===== config.mk =====
export PLATFORM = sky130hd
export DESIGN_NAME = fire_scheduler
export DESIGN_NICKNAME = d
export VERILOG_FILES = /design/src/rtl/fire_scheduler.sv
export SDC_FILE = /design/constraint.sdc
export NUM_CORES = 1
export LEC_CHECK = 0
export CAP_MARGIN = 20
export CORE_MARGIN = 2
export CORE_UTILIZATION = 45
export CTS_BUF_LIST = sky130_fd_sc_hd__clkbuf_4
export CTS_CLUSTER_SIZE = 28
export DETAILED_ROUTE_END_ITERATION = 16
export PLACE_DENSITY = 0.76
export SETUP_SLACK_MARGIN = 0.02
export SYNTH_ARGS = -nofsm -noshare
export SYNTH_HDL_FRONTEND = slang
export SYNTH_SLANG_ARGS = --single-unit

===== constraint.sdc =====
create_clock -name clk -period 5.35 [get_ports clk]
set_input_delay 0.8025 -clock clk [delete_from_list [all_inputs] [get_ports clk]]
set_output_delay 0.8025 -clock clk [all_outputs]
set_load 0.01 [all_outputs]

===== src/rtl/fire_scheduler.sv =====
// Fire-enable scheduler for generated synchronous circuit models: picks which excited signals
// fire each cycle and flags quiescence/deadlock. Define SCHED_STEP_EN to add the `step` input.
module fire_scheduler #(
   parameter int unsigned N       = 8,
   parameter int unsigned TIMEOUT = 16,
   parameter logic [15:0] SEED    = 16'hACE1,
   parameter int unsigned CW      = 16
) (
   input  logic          clk,
   input  logic          reset,
   input  logic          start,
   input  logic [1:0]    mode,
   input  logic [N-1:0]  excited,
   input  logic [N-1:0]  allow,
`ifdef SCHED_STEP_EN
   input  logic          step,
`endif
   output logic [N-1:0]  ena,
   output logic          busy,
   output logic          stable,
   output logic          halted,
   output logic [CW-1:0] fire_count
);

   localparam int unsigned IW = $clog2(N);
   localparam int unsigned BW = (TIMEOUT > 1) ? $clog2(TIMEOUT) : 1;
   localparam logic [15:0] SeedEff = (SEED == 16'h0000) ? 16'h0001 : SEED;
   localparam logic [BW-1:0] BlkMax = BW'(TIMEOUT - 1);

   if (N < 2 || N > 256) begin : g_bad_n
      $error("fire_scheduler: N must be in 2..256");
   end
   if (TIMEOUT < 1) begin : g_bad_timeout
      $error("fire_scheduler: TIMEOUT must be >= 1");
   end

   typedef enum logic [1:0] {StIdle, StRun, StDone, StHalt} state_e;

   state_e          state_q, state_d;
   logic [IW-1:0]   ptr_q, ptr_d;
   logic [15:0]     lfsr_q, lfsr_d;
   logic [BW-1:0]   blk_q, blk_d;
   logic [CW-1:0]   fc_q, fc_d;

   logic            step_en;
   logic [N-1:0]    cand, mask, masked, pick_oh, sel;
   logic [255:0]    rep_full;
   logic [IW-1:0]   lfsr_start, pick_start, pick, ptr_next;
   logic [15:0]     lfsr_next;
   logic            run_act;

`ifdef SCHED_STEP_EN
   assign step_en = step;
`else
   assign step_en = 1'b1;
`endif

   // First set bit of c at or above s, wrapping past N-1 back to 0.
   function automatic logic [IW-1:0] first_from(input logic [N-1:0] c, input logic [IW-1:0] s);
      logic [IW-1:0] r;
      logic          found;
      int unsigned   j;
      r     = s;
      found = 1'b0;
      for (int unsigned k = 0; k < N; k++) begin
         j = (32'(s) + k) % N;
         if (!found && c[IW'(j)]) begin
            found = 1'b1;
            r     = IW'(j);
         end
      end
      return r;
   endfunction

   assign rep_full   = {16{lfsr_q}};
   assign mask       = rep_full[N-1:0];
   assign lfsr_next  = (lfsr_q >> 1) ^ (lfsr_q[0] ? 16'hB400 : 16'h0000);
   assign lfsr_start = IW'(32'(lfsr_q) % N);

   always_comb begin
      cand       = excited & allow;
      masked     = cand & mask;
      pick_start = (mode == 2'd0) ? ptr_q : lfsr_start;
      pick       = first_from(cand, pick_start);
      pick_oh    = N'(1) << pick;
      ptr_next   = (pick == IW'(N - 1)) ? '0 : pick + 1'b1;
      unique case (mode)
         2'd2:    sel = cand;
         2'd3:    sel = (masked != '0) ? masked : pick_oh;
         default: sel = pick_oh;
      endcase
      run_act = (state_q == StRun) && step_en;
      ena     = (run_act && cand != '0) ? sel : '0;
   end

   always_comb begin
      state_d = state_q;
      ptr_d   = ptr_q;
      lfsr_d  = lfsr_q;
      blk_d   = blk_q;
      fc_d    = fc_q;
      unique case (state_q)
         StRun: begin
            if (step_en) begin
               lfsr_d = lfsr_next;
               if (excited == '0) begin
                  state_d = StDone;
               end else if (cand == '0) begin
                  if (blk_q == BlkMax) state_d = StHalt;
                  else                 blk_d   = blk_q + 1'b1;
               end else begin
                  blk_d = '0;
                  if (mode == 2'd0) ptr_d = ptr_next;
                  if (fc_q != '1)   fc_d  = fc_q + 1'b1;
               end
            end
         end
         default: begin
            if (start) begin
               state_d = StRun;
               fc_d    = '0;
               blk_d   = '0;
            end
         end
      endcase
   end

   always_ff @(posedge clk or negedge reset) begin
      if (!reset) begin
         state_q <= StIdle;
         ptr_q   <= '0;
         lfsr_q  <= SeedEff;
         blk_q   <= '0;
         fc_q    <= '0;
      end else begin
         state_q <= state_d;
         ptr_q   <= ptr_d;
         lfsr_q  <= lfsr_d;
         blk_q   <= blk_d;
         fc_q    <= fc_d;
      end
   end

   assign busy       = (state_q == StRun);
   assign stable     = (state_q == StDone);
   assign halted     = (state_q == StHalt);
   assign fire_count = fc_q;

endmodule


==> impl_metrics.toml <==
[status]
status = "completed"

[global_routing]
top_usage_layer = "met2"
use_met1 = 0.344
grt_pass1_vias = 4146
grt_usage = 0.286
grtUsageMet3 = 0.0322
grt_overflow = 0
grtUsageMet2 = 0.508
grt_max_degree = 42
grt_pass1_wl_mm = 20.0
antenna_found_initial = 0

[power]
p_int_mw = 1.86
pwr-share-clk = 0.044
sequentialPowerShare = 0.150
p_per_area_mw_per_mm2 = 667
peakVddDrop_mv = 0.389
p_comb_frac = 0.806
p_sw_frac = 0.468
switchingPower_mw = 1.64
leakage_nw = 2.27

[worst_setup_path]
ff2ff_path_depth = 13
slowest_delay_ns = 0.63
cp-start-kind = "primary input"
critPathRequiredTime_ns = 4.55
r2r-end = "ptr_q[2]$_DFFE_PN0P_"
arrival_ns = 4.38
path_cells = "dlymetal6s2s_1 > or3b_4 > nand2_2 > inv_2 > ha_4 > mux4_2 > a211oi_4 > or4_4 > nand2b_4 > a21oi_4 > nor2_4 > xnor2_2 > ha_2 > o211ai_1 > a221oi_2 > clkdlybuf4s15_2"
worst_path_max_delay_cell = "mux4_2"
r2r_start = "ptr_q[1]$_DFFE_PN0P_"
path_class = "in2out"
rrSetupSlack_ns = 1.51
end_kind = "output pin"
path_max_fanout = 7

[placement]
placedCellCount = 682
dp_hpwl_mm = 9.21
port_buffers = 47
gp_congestion = 1.03
postPlaceCellArea_sq_mm = 0.00477

[hold_path]
hold_depth = 2
hold_start = "lfsr_q[15]$_DFFE_PN1P_"
holdPathEnd = "lfsr_q[15]$_DFFE_PN1P_"
min_path_type = "reg2reg"

[clock_network]
cts_buffers = 5
clk_latency_ns = 0.35
tritoncts = "done"
clk_pin_slew_ns = 0.12
htree_levels = 2
clock_sinks = 41
clock_path_buffers = 2
clock_tree.root_cell = "clkbuf_4"

[finish]
final_net_count = 629
areaGrowthSynthToFinish_pct = 45.4
diodes = 0
final_util = 0.676
most-common-layout-cells = "98 x nand2_1, 90 x buf_4, 37 x o21ai_0, 36 x clkdlybuf4s50_1"
final_common_cell = "nand2_1"
finalNonFillerCells = 702
drive_gt1_frac = 0.323
stdcell_area_sq_mm = 0.00525

[timing]
fin_crit_sh = 0.969
setup_violations = 0
rsz0062_at_grt = "false"
fmax_mhz = 193
tightest_slew_ns = 1.09
finalClockSkew_ns = 0.00758
final_max_slew_viol_count = 0
layout_min_cycle_time_ns = 5.18
hold_violations = 0
relSlewSlack = 0.269

[route]
wirelength_mm = 12.4
drtPass1Iterations = 7
via_count = 4204
drcViolationCount = 0
drt_iter0_drc = 208
routedWlPerCell_um = 17.7
vias_per_cell = 5.99
drtAntennaViolNets = 0

[yosys]
synth_edf_count = 0
syn_inst = 470
syn-num-nets = 500
synth_flop_cell = "dfrtp_1"
synth_top_area_share = 0.229
ys.warnings.count = 0
synth-seq-cells = 41
synth_area_leader_cell = "dfrtp_1"
synthTopCellsByArea = "dfrtp_1 23%, nand2_1 10%, dfstp_2 5.8%"
seq_area_frac_synth = 0.287
synth_cell_types = 69
synth_area_sq_mm = 0.00361
avgSynthCellArea_sq_um = 7.68
async_flop_share = 1.00

[flow_run]
maxCapViolCount = 0

[floorplan]
core_sq_mm = 0.00777
die_w_um = 93.6
initial_core_util = 0.465
dieArea_sq_mm = 0.00875
die_height_um = 93.6
io_pins = 48
rows = 32
[layer usage]
metal	vias to the layer above	share of wire	wire (um)
met5	-	0	0
met4	0	0.045	564
met3	50	0.056	699
met2	185	0.49	6110
met1	1993	0.41	5070
li1	1976	-	-
[cells by family after synthesis]
| kind of cell | count (synthesis) | share of synthesized area |
|---|---|---|
| multiplexers | 17 | 0.0572 |
| XOR/XNOR | 15 | 0.0364 |
| buffers and inverters | 34 | 0.0409 |
| flip-flops | 41 | 0.287 |
| AO/OA/AOI/OAI | 137 | 0.262 |
| adder cells (fa/ha/maj) | 9 | 0.0312 |
| AND/OR/NAND/NOR | 217 | 0.286 |
[synth_stat cells (3+ instances only)]
cell,n
o22ai_1,3
and2_1,12
nor3b_2,3
dfstp_2,8
nand3_1,13
xnor2_1,9
a31oi_1,3
nor2_1,36
nor3_1,13
dfrtp_1,33
mux2_2,6
or3_1,3
or4_1,3
o211ai_1,8
a211o_1,5
xor2_1,6
nand4_1,9
a21oi_1,25
a21boi_0,3
nand2_1,98
mux2i_1,8
clkbuf_1,17
ha_1,9
and3_1,7
o21ai_0,40
nor4_1,5
a211oi_1,12
a221oi_1,6
inv_1,9
o21a_1,6
[how the worst max path moves through the flow]
stage | startpoint | end | slack, ns | depth (start not counted)
finish | mode[1] | ena[0] | 0.17 | 16
CTS | mode[1] | ena[0] | -0.006 | 17
global route | mode[1] | ena[4] | 0.05 | 17
detailed placement | mode[1] | ena[0] | -0.62 | 16
global placement | mode[1] | ena[7] | -0.57 | 16
floorplan | mode[0] | ena[7] | 0.22 | 16
[area by class of cell]
cell class                 count  area (sq um)
tap                          102           128
clock inverter                 3          17.5
multi-input combinational    395          2740
clock buffer                   5          37.5
fill                         653          2520
inverter                      12          47.5
sequential                    41          1040
timing repair buffer         144          1240
[registers in the layout, indices dropped and copies added (netlist names)]
name        flops
blk_q           4
fire_count     16
lfsr_q         16
ptr_q           3
state_q         2
[stage by stage]
stage	hold WS, ns	power, mW	setup slack (ns)	TNS (ns)
2_1_floorplan	0.432	1.80	0.218	0
3_3_place_gp	0.448	2.80	-0.565	-4.11
3_5_place_dp	0.456	2.82	-0.617	-4.25
4_1_cts	0.479	3.19	-0.00595	-0.00595
5_1_grt	0.494	3.71	0.0544	0
6_report	0.478	3.50	0.165	0
[critical path, delay by kind of cell]
| kind | cells | cell delay (ns) |
|---|---|---|
| compound gates | 4 | 0.90 |
| simple gates | 5 | 0.85 |
| mux | 1 | 0.63 |
| fa+ha+maj | 2 | 0.52 |
| buf+inv | 3 | 0.46 |
| xor+xnor | 1 | 0.22 |
[power by group through the flow]
stage / Sequential [mW] / Clock (mW) / Combinational [mW]
6_report: 0.526 / 0.153 / 2.82
5_1_grt: 0.540 / 0.172 / 3.00
4_1_cts: 0.522 / 0.159 / 2.51
3_5_place_dp: 0.527 / 0 / 2.29
3_3_place_gp: 0.524 / 0 / 2.28
2_1_floorplan: 0.510 / 0 / 1.29
[what timing repair did]
action	4_1_cts	5_1_grt
pin swaps	10	18
endpoints found under the setup margin	8	8
gates cloned	0	1
resized for setup	71	25
buffers inserted	4	7
hold buffers	0	0
(Power assumes the default switching activity.)
